==> config.mk <==
export PLATFORM = sky130hd
export DESIGN_NAME = pipemdu
export DESIGN_NICKNAME = d
export VERILOG_FILES = /design/src/rtl/pipemdu_pkg.sv /design/src/rtl/mdu_core.sv /design/src/rtl/pipemdu.sv
export SDC_FILE = /design/constraint.sdc
export NUM_CORES = 1
export LEC_CHECK = 0
export CAP_MARGIN = 20
export CORE_AREA = 8 8 224 183
export CTS_BUF_LIST = sky130_fd_sc_hd__clkbuf_16
export CTS_CLUSTER_SIZE = 12
export DETAILED_ROUTE_END_ITERATION = 10
export DIE_AREA = 0 0 232 191
export GPL_TIMING_DRIVEN = 0
export PLACE_DENSITY_LB_ADDON = 0.08
export SYNTH_ARGS = -nofsm -noshare
export SYNTH_HDL_FRONTEND = slang
export SYNTH_SLANG_ARGS = --single-unit
==> constraint.sdc <==
create_clock -name clock -period 7.7 [get_ports clock]
set_input_delay 1.54 -clock clock [delete_from_list [all_inputs] [get_ports clock]]
set_output_delay 1.54 -clock clock [all_outputs]
set_load 0.1 [all_outputs]
==> src/rtl/pipemdu_pkg.sv <==
// Shared encodings for the HI/LO multiply/divide unit: op select, FSM states
// and the iteration bound of the one-bit-per-cycle datapath.
package pipemdu_pkg;

  typedef enum logic [1:0] {
    OP_MULT  = 2'b00,
    OP_MULTU = 2'b01,
    OP_DIV   = 2'b10,
    OP_DIVU  = 2'b11
  } mdu_op_e;

  typedef enum logic [1:0] {
    ST_IDLE = 2'd0,
    ST_CALC = 2'd1,
    ST_DONE = 2'd2
  } mdu_state_e;

  localparam logic [4:0] LAST_ITER = 5'd31;

  // Bit 1 of the op code selects divide, bit 0 selects unsigned.
  function automatic logic op_is_div(input mdu_op_e op);
    return op[1];
  endfunction

  function automatic logic op_is_signed(input mdu_op_e op);
    return !op[0];
  endfunction

endpackage

==> src/rtl/mdu_core.sv <==
// Iterative unsigned datapath: radix-2 shift-add multiply or restoring divide,
// one bit per step. hi/lo hold {accumulator} for multiply, {remainder, quotient} for divide.
module mdu_core
  import pipemdu_pkg::*;
#(
  parameter int WIDTH = 32
) (
  input  logic               clock,
  input  logic               resetn,
  input  logic               load_i,
  input  logic               step_i,
  input  logic               is_div_i,
  input  logic [WIDTH-1:0]   a_abs_i,
  input  logic [WIDTH-1:0]   b_abs_i,
  output logic [2*WIDTH-1:0] prod_o,
  output logic [WIDTH-1:0]   quot_o,
  output logic [WIDTH-1:0]   rem_o
);

  logic [WIDTH-1:0] hi_q, hi_d;
  logic [WIDTH-1:0] lo_q, lo_d;
  logic [WIDTH-1:0] opnd_q, opnd_d;

  logic [WIDTH:0]   add_sum;
  logic [WIDTH:0]   shifted;
  logic             sub_ok;
  logic [WIDTH-1:0] sub_res;

  // When the shifted remainder fits, the true difference is below 2^WIDTH,
  // so a WIDTH-bit subtract is exact. A zero divisor leaves the remainder
  // equal to the dividend after all steps.
  always_comb begin
    add_sum = {1'b0, hi_q} + {1'b0, opnd_q};
    shifted = {hi_q, lo_q[WIDTH-1]};
    sub_ok  = (shifted >= {1'b0, opnd_q});
    sub_res = shifted[WIDTH-1:0] - opnd_q;
  end

  always_comb begin
    hi_d   = hi_q;
    lo_d   = lo_q;
    opnd_d = opnd_q;
    if (load_i) begin
      hi_d   = '0;
      lo_d   = is_div_i ? a_abs_i : b_abs_i;
      opnd_d = is_div_i ? b_abs_i : a_abs_i;
    end else if (step_i) begin
      if (is_div_i) begin
        hi_d = sub_ok ? sub_res : shifted[WIDTH-1:0];
        lo_d = {lo_q[WIDTH-2:0], sub_ok};
      end else if (lo_q[0]) begin
        hi_d = add_sum[WIDTH:1];
        lo_d = {add_sum[0], lo_q[WIDTH-1:1]};
      end else begin
        hi_d = {1'b0, hi_q[WIDTH-1:1]};
        lo_d = {hi_q[0], lo_q[WIDTH-1:1]};
      end
    end
  end

  always_ff @(posedge clock) begin
    if (!resetn) begin
      hi_q   <= '0;
      lo_q   <= '0;
      opnd_q <= '0;
    end else begin
      hi_q   <= hi_d;
      lo_q   <= lo_d;
      opnd_q <= opnd_d;
    end
  end

  assign prod_o = {hi_q, lo_q};
  assign quot_o = lo_q;
  assign rem_o  = hi_q;

endmodule

==> src/rtl/pipemdu.sv <==
// Multi-cycle MULT/MULTU/DIV/DIVU unit owning the HI/LO registers; handles
// operand sign stripping, result sign correction and MTHI/MTLO writes.
module pipemdu
  import pipemdu_pkg::*;
#(
  parameter int WIDTH = 32
) (
  input  logic             clock,
  input  logic             resetn,
  input  logic             mstart,
  input  logic [1:0]       mop,
  input  logic [WIDTH-1:0] ma,
  input  logic [WIDTH-1:0] mb,
  input  logic             mwhi,
  input  logic             mwlo,
  input  logic [WIDTH-1:0] mwdata,
  output logic             mbusy,
  output logic             mdone,
  output logic [WIDTH-1:0] mhi,
  output logic [WIDTH-1:0] mlo
);

  // Handshake: mstart is accepted only while mbusy=0 (IDLE); once accepted,
  // mbusy stays high until the edge that commits HI/LO, and mdone marks the
  // first cycle the new values are visible. Inputs seen while busy are dropped.

  mdu_state_e       state_q, state_d;
  logic [4:0]       cnt_q, cnt_d;
  logic             is_div_q, is_div_d;
  logic             psign_q, psign_d;
  logic             rsign_q, rsign_d;
  logic             div0_q, div0_d;
  logic [WIDTH-1:0] hi_q, hi_d;
  logic [WIDTH-1:0] lo_q, lo_d;
  logic             mdone_q, mdone_d;

  mdu_op_e          start_op;
  logic             start_signed;
  logic [WIDTH-1:0] a_abs, b_abs;

  logic             core_load, core_step, core_is_div;
  logic [2*WIDTH-1:0] core_prod, prod_fix;
  logic [WIDTH-1:0] core_quot, core_rem, quot_fix, rem_fix;

  always_comb begin
    start_op     = mdu_op_e'(mop);
    start_signed = op_is_signed(start_op);
    a_abs        = (start_signed && ma[WIDTH-1]) ? -ma : ma;
    b_abs        = (start_signed && mb[WIDTH-1]) ? -mb : mb;
    core_is_div  = (state_q == ST_IDLE) ? op_is_div(start_op) : is_div_q;
    prod_fix     = psign_q ? -core_prod : core_prod;
    quot_fix     = psign_q ? -core_quot : core_quot;
    rem_fix      = rsign_q ? -core_rem  : core_rem;
  end

  mdu_core #(.WIDTH(WIDTH)) u_core (
    .clock    (clock),
    .resetn   (resetn),
    .load_i   (core_load),
    .step_i   (core_step),
    .is_div_i (core_is_div),
    .a_abs_i  (a_abs),
    .b_abs_i  (b_abs),
    .prod_o   (core_prod),
    .quot_o   (core_quot),
    .rem_o    (core_rem)
  );

  always_comb begin
    state_d   = state_q;
    cnt_d     = cnt_q;
    is_div_d  = is_div_q;
    psign_d   = psign_q;
    rsign_d   = rsign_q;
    div0_d    = div0_q;
    hi_d      = hi_q;
    lo_d      = lo_q;
    mdone_d   = 1'b0;
    core_load = 1'b0;
    core_step = 1'b0;
    case (state_q)
      ST_IDLE: begin
        if (mstart) begin
          core_load = 1'b1;
          cnt_d     = '0;
          is_div_d  = op_is_div(start_op);
          psign_d   = start_signed && (ma[WIDTH-1] ^ mb[WIDTH-1]);
          rsign_d   = start_signed && ma[WIDTH-1];
          div0_d    = (mb == '0);
          state_d   = ST_CALC;
        end else begin
          if (mwhi) hi_d = mwdata;
          if (mwlo) lo_d = mwdata;
        end
      end
      ST_CALC: begin
        core_step = 1'b1;
        cnt_d     = cnt_q + 5'd1;
        if (cnt_q == LAST_ITER) state_d = ST_DONE;
      end
      ST_DONE: begin
        // With a zero divisor the core remainder is |a|, so the remainder sign
        // fix restores the raw dividend for HI.
        if (is_div_q) begin
          hi_d = rem_fix;
          lo_d = div0_q ? '1 : quot_fix;
        end else begin
          hi_d = prod_fix[2*WIDTH-1:WIDTH];
          lo_d = prod_fix[WIDTH-1:0];
        end
        mdone_d = 1'b1;
        state_d = ST_IDLE;
      end
      default: state_d = ST_IDLE;
    endcase
  end

  always_ff @(posedge clock) begin
    if (!resetn) begin
      state_q  <= ST_IDLE;
      cnt_q    <= '0;
      is_div_q <= 1'b0;
      psign_q  <= 1'b0;
      rsign_q  <= 1'b0;
      div0_q   <= 1'b0;
      hi_q     <= '0;
      lo_q     <= '0;
      mdone_q  <= 1'b0;
    end else begin
      state_q  <= state_d;
      cnt_q    <= cnt_d;
      is_div_q <= is_div_d;
      psign_q  <= psign_d;
      rsign_q  <= rsign_d;
      div0_q   <= div0_d;
      hi_q     <= hi_d;
      lo_q     <= lo_d;
      mdone_q  <= mdone_d;
    end
  end

  assign mbusy = (state_q != ST_IDLE);
  assign mdone = mdone_q;
  assign mhi   = hi_q;
  assign mlo   = lo_q;

endmodule

# After elaboration in Yosys (flattened, before gate mapping)

Index checks and enable logic that the tools add are counted.

Register bits after elaboration: 172
Input bits: 103
Output and inout port bits: 66
Word-level logic and storage cells: 80

Add/subtract/negate cells: 8
Order comparisons: 1
Eq/ne operators: 8
Multiplexer cells: 33
Bitwise gates (word level): 2
Reduce and logical (&&, ||, !) cells: 16

Operators by type and width:

| operator                                                               | number |
|---|---|
| 32-bit two-way mux                                                     | 20 |
| 32-bit negator                                                         | 4 |
| 32-bit one-hot mux with 2 select lines                                 | 2 |
| 64-bit two-way mux                                                     | 1 |
| 64-bit negator                                                         | 1 |
| 32-bit by 32-bit adder with 33-bit output                              | 1 |
| 33-bit by 32-bit >= comparator with 1-bit output                       | 1 |
| 32-bit logical NOT                                                     | 1 |
| 32-bit subtractor                                                      | 1 |
| 2-bit != test (second input constant)                                  | 5 |
| 5-bit one-hot mux with 2 select lines                                  | 1 |
| 2-bit nonzero test                                                     | 4 |
| 2-bit AND reduction                                                    | 3 |
| 3-bit AND reduction                                                    | 2 |
| 5-bit by 1-bit adder with 5-bit output (second input constant)         | 1 |
| 5-bit equality test (second input constant)                            | 1 |
| 1-bit two-way mux                                                      | 5 |
| 5-bit two-way mux                                                      | 1 |
| 2-bit two-way mux                                                      | 2 |
| 2-bit one-hot mux with 2 select lines                                  | 1 |
| 1-bit logical AND                                                      | 3 |
| 2-bit by 1-bit equality test with 1-bit output (second input constant) | 1 |
| 2-bit equality test (second input constant)                            | 1 |
| 2-bit logical NOT                                                      | 1 |
| 4 further kinds                                                        | 4 |

# Longest topological paths before layout

Depth after elaboration: 5
Depth in mapped cells: 14
Mapped depth without buffers: 13

# Hierarchy

A second synthesis with hierarchy kept.

Cell total of the unflattened synthesis: 2378
Area, all modules: 17724.5 µm²

Modules (own cells, without submodules):

| module   | times used | cells each | area an instance (µm²) |
|---|---|---|---|
| mdu_core | 1          | 1184       | 9347.7 |
| pipemdu  | 1          | 1194       | 8376.8 |

# Least setup slack after synthesis

OpenSTA, ideal clock, no wires.

Path kind: input -> register
From: input port mb[12]
To: register u_core.lo_q[29] (netlist: u_core.quot_o[29])
Arrival time: 3.881 ns
Required time: 7.608 ns
Setup slack: 3.726 ns
Stages: 8
Buffers on the path: 0
Cell sequence: or4_1 > or4_4 > nor4_1 > nand2_1 > o41ai_1 > xnor2_1 > nor2_1 > o32ai_1

Longest elaborated chain between the ends: 4

RTL lines:

| item                 | RTL line       | text |
|---|---|---|
| start, declared      | pipemdu.sv:13  | `input logic [WIDTH-1:0] mb,` |
| 32-bit negator       | pipemdu.sv:49  | `b_abs = (start_signed && mb[WIDTH-1]) ? -mb : mb;` |
| 32-bit two-way mux   | pipemdu.sv:49  |  |
| 32-bit two-way mux   | mdu_core.sv:45 | `lo_d = is_div_i ? a_abs_i : b_abs_i;` |
| 32-bit two-way mux   | mdu_core.sv:43 | `if (load_i) begin` |
| end signal, assigned | mdu_core.sv:68 | `lo_q <= lo_d;` |
| end, declared        | mdu_core.sv:21 | `logic [WIDTH-1:0] lo_q, lo_d;` |

No other way between the ends.
A chain may end at the register's enable or synchronous reset.

# Worst setup path after layout

From: input port ma[0]
To: register u_core.opnd_q[28]

Longest elaborated chain between the ends: 3

RTL lines:

| item                 | RTL line       | text |
|---|---|---|
| start, declared      | pipemdu.sv:12  | `input logic [WIDTH-1:0] ma,` |
| 32-bit negator       | pipemdu.sv:48  | `a_abs = (start_signed && ma[WIDTH-1]) ? -ma : ma;` |
| 32-bit two-way mux   | pipemdu.sv:48  |  |
| 32-bit two-way mux   | mdu_core.sv:46 | `opnd_d = is_div_i ? b_abs_i : a_abs_i;` |
| end signal, assigned | mdu_core.sv:69 | `opnd_q <= opnd_d;` |
| end, declared        | mdu_core.sv:22 | `logic [WIDTH-1:0] opnd_q, opnd_d;` |

No other way between the ends.

==> summary.md <==
| Metric | Value |
|---|---|
| Number of enable-type register cells in the synthesized netlist | `0` |
| Routed wire length on met3 | `8.08 mm` |
| Wire length the detailed router placed on met1 | `31.1 mm` |
| Clock tree skew after final layout | `12.1 ps` |
| Summed negative setup slack over all endpoints | `0 ps` |
| Floorplan row count | `64` |
| CTS Sinks | `172` |
| Cell area after synthesis | `0.0147 mm2` |
| Instance area at placement | `0.0170 mm2` |
| NumNets Final | `2432` |
| Number of gates resized after cts | `0` |
| Last weighted congestion value of the routability-driven placer | `0.983` |
| Number of hold-slack violations in the final timing report | `0` |
| Number of antenna cells inserted | `0` |
| Peak supply drop | `0.135 mV` |
| Sequential cell fraction of total power | `0.308` |
| Pin count of the biggest net entering global routing | `19` |
| Vias | `17300` |
| Starting density of the core | `0.392` |
| RSZ-0062 raised after global routing | `false` |
| Category of the most critical setup path | `in2reg` |
| Area growth from synthesis to final layout | `19.6%` |
| Synthesized Nets | `2244` |
| Number of fillers in the final layout | `3867` |
| Reg-to-reg slack, setup | `3110 ps` |
| Switching pwr | `0.00153 W` |
| Clock network fraction of design power | `0.262` |
| Required @ worst endpoint | `8010 ps` |
| TritonCTS Buffers | `17` |
| Worst relative slew slack | `0.301` |
| Overall fraction of global-route tracks in use | `0.306` |
| Drt first-iter violations | `2073` |
| Core Area | `0.0375 mm2` |
| Width of the die | `232 um` |
| Total met2 wirelength after detailed routing | `28.9 mm` |
| Average via count per standard cell | `6.25` |
| Antenna-violating nets left | `0` |
| FF+latch count, synth | `172` |
| DRC violations left | `0` |
| Clock Tree Root | `clkbuf_16` |
| Share of synthesized area occupied by flip-flops and latches | `0.234` |
| IO Pins | `169` |
| Final period demand of the worst path | `4780 ps` |
| Upper clock frequency limit | `0.209 GHz` |
| Result of the run | `completed` |
| Total congestion overflow | `0` |
| Post-route cell area | `0.0176 mm2` |
| Via count of the first global-routing pass | `16000` |
| Final worst-path cycle share | `0.620` |
| Die footprint | `0.0443 mm2` |
| Fin. max-slew vios | `0` |
| Detailed placer's ending HPWL | `56.7 mm` |
| CP arrival | `5090 ps` |
| Transition time of the tightest slew-check pin | `1040 ps` |
| Static Leakage | `6.61 nW` |
| Quantity of hold-fixing buffers added after cts | `0` |
| Count of distinct cell types in the synthesized netlist | `76` |
| Highest net fanout along the worst path | `4` |
| CTS H-Tree Depth | `4` |
| Total iterations of the first detailed-routing run | `6` |
| Count of mapped cells out of synthesis | `2069` |
| Net Sw Frac | `0.449` |
| Async set-reset flop share out of synthesis | `0` |
| Final count of negative-setup-slack endpoints | `0` |
| Number of warnings printed during yosys synthesis | `0` |
| Top FF cell, synth | `dfxtp_1` |
| Average cell area after synthesis | `7.10 um2` |
| CP Capture Type | `flop` |
| Clock-pin slew on the worst setup and hold paths | `80 ps` |
| Top routing layer used | `met4` |
| Number of antenna violations at the first check in global routing | `0` |
| Wirelength per Cell | `25.4 um` |
| Clock tree from TritonCTS | `yes` |
| Bufs on Longest Clock Path | `2` |
| Setup Fix Bufs, Post-CTS | `0` |
| Number of buffer cells added on primary ports | `168` |
| Startpoint types | `input pin` |
| Logic pwr share | `0.430` |
| Height of the die | `191 um` |
| Classification of the worst-slack hold path | `reg2reg` |
| Power Density | `193 mW/mm2` |
| Global-route wire length before repair | `103 mm` |
| Clk Latency, worst-skew pair | `470 ps` |
| Share of layout cells above drive strength 1 | `0.0401` |
| DRT Wirelength | `70.3 mm` |
| Power after layout | `0.00340 W` |
| Max capacitance violation total | `0` |
| Cell-internal power | `0.00187 W` |
## registers in the layout (all words and copies together), names as in the netlist
signal / flops
psign_q: 1
u_core.quot_o: 32
mlo: 32
u_core.opnd_q: 32
mdone: 1
div0_q: 1
mhi: 32
state_q: 2
rsign_q: 1
cnt_q: 5
u_core.rem_o: 32
is_div_q: 1
## critical path: stages
cell and delay (ps):
clkdlybuf4s50_1 490, inv_1 200, ha_1 210, nor4b_1 430
nand2_1 210, nor3_1 640, and3_1 320, nand2_1 110
o31ai_1 270, xor2_1 390, o221a_2 250, nor2_1 40
## per-layer routing
metal  GRT usage  up-vias
li1            -     7872
met1       0.436     8273
met2       0.447      997
met3      0.0746      127
met4      0.0970        0
met5           0        -
## cell usage in the layout (no fill, tap or decap), drive strengths merged, types with 14 or more instances in the layout
master	synthesis	layout
o31ai	26	26
buf	25	26
o221ai	35	35
ha	70	70
a211oi	28	28
mux2i	21	21
a311oi	31	31
nand3	57	57
nand2	273	273
nor2	198	198
o21ai	163	163
nand2b	18	18
or4	15	15
a31oi	18	18
xor2	58	58
a21o	36	36
and3	20	20
xnor2	108	108
clkbuf	122	139
o211ai	31	31
clkdlybuf4s50	0	168
dfxtp	172	172
nor4	22	22
mux2	16	16
or3	14	14
inv	65	75
a21oi	237	237
nor3	36	36
or2	17	17
## through the flow
| stage | utilization | setup slack [ps] | std cells | hold WS (ps) |
|---|---|---|---|---|
| 3_3_place_gp | 0.453 | 2640 | 2732 | 443 |
| 4_1_cts | 0.469 | 3100 | 2765 | 453 |
| 2_1_floorplan | - | 3730 | 2069 | 424 |
| 6_report | 0.469 | 2920 | 2765 | 453 |
| 5_1_grt | 0.469 | 2770 | 2765 | 465 |
| 3_5_place_dp | 0.454 | 2620 | 2733 | 443 |
## cells in the mapped netlist (4+ instances only)
| cell | instances | area (um2) |
|---|---|---|
| a211oi_1 | 28 | 210 |
| a21boi_0 | 4 | 30.0 |
| a21o_1 | 36 | 270 |
| a21oi_1 | 237 | 1190 |
| a221oi_1 | 7 | 61.3 |
| a311oi_1 | 31 | 272 |
| a31o_2 | 4 | 35.0 |
| a31oi_1 | 18 | 113 |
| a41oi_1 | 4 | 35.0 |
| and2_1 | 7 | 43.8 |
| and3_1 | 20 | 125 |
| buf_1 | 20 | 75.1 |
| clkbuf_1 | 122 | 458 |
| dfxtp_1 | 172 | 3440 |
| ha_1 | 70 | 876 |
| inv_1 | 65 | 244 |
| mux2_2 | 16 | 180 |
| mux2i_1 | 21 | 210 |
| nand2_1 | 273 | 1020 |
| nand2b_1 | 18 | 113 |
| nand3_1 | 57 | 285 |
| nand4_1 | 13 | 81.3 |
| nor2_1 | 198 | 743 |
| nor2b_1 | 12 | 75.1 |
| nor3_1 | 36 | 180 |
| nor4_1 | 19 | 119 |
| o211ai_1 | 31 | 233 |
| o21a_1 | 7 | 52.6 |
| o21ai_0 | 158 | 791 |
| o21ai_1 | 4 | 20.0 |
| o21bai_1 | 10 | 75.1 |
| o221a_2 | 4 | 45.0 |
| o221ai_1 | 35 | 307 |
| o22ai_1 | 7 | 43.8 |
| o311ai_0 | 4 | 35.0 |
| o31a_1 | 4 | 35.0 |
| o31ai_1 | 26 | 195 |
| o41ai_1 | 11 | 96.3 |
| or2_2 | 17 | 106 |
| or3_1 | 13 | 81.3 |
| or4_1 | 12 | 90.1 |
| xnor2_1 | 108 | 946 |
| xor2_1 | 58 | 508 |
## cell type report
type,instances,area (um2),area share
Sequential cell,172,3440,0.196
Tap cell,495,619,0.0353
Inverter,65,244,0.0139
Timing Repair Buffer,169,1690,0.0964
Buffer,147,577,0.0328
Clock buffer,17,425,0.0242
Clock inverter,15,145,0.00826
Multi-Input combinational cell,1685,10400,0.593
## worst paths after layout
kind,cells past startpoint,endpoint,startpoint
worst max register to register,13,u_core.rem_o[31]$_SDFFE_PP0P_,u_core.rem_o[23]$_SDFFE_PP0P_
worst min-delay path,2,mlo[13]$_SDFFE_PN0P_,mlo[13]$_SDFFE_PN0P_
worst max-delay path,12,u_core.opnd_q[28]$_SDFFE_PN0P_,ma[0]
worst min register to register,2,mlo[13]$_SDFFE_PN0P_,mlo[13]$_SDFFE_PN0P_
## power groups by stage
stage,Combinational (W),Sequential [W],Clock (W)
after floorplan,0.000819,0.00115,0
after global placement,0.00142,0.00106,0
after detailed placement,0.00142,0.00106,0
after CTS,0.00143,0.00104,0.000889
after global routing,0.00155,0.00105,0.000925
final,0.00146,0.00105,0.000889
## logic make-up after synthesis
kind of cell,count (synthesis),share of synthesized area
buffers and inverters,212,0.0559
AO/OA/AOI/OAI,697,0.301
flip-flops,172,0.234
adder cells (fa/ha/maj),72,0.0624
multiplexers,37,0.0266
AND/OR/NAND/NOR,713,0.221
XOR/XNOR,166,0.0990
No activity file was read; power rests on OpenSTA's default activity.
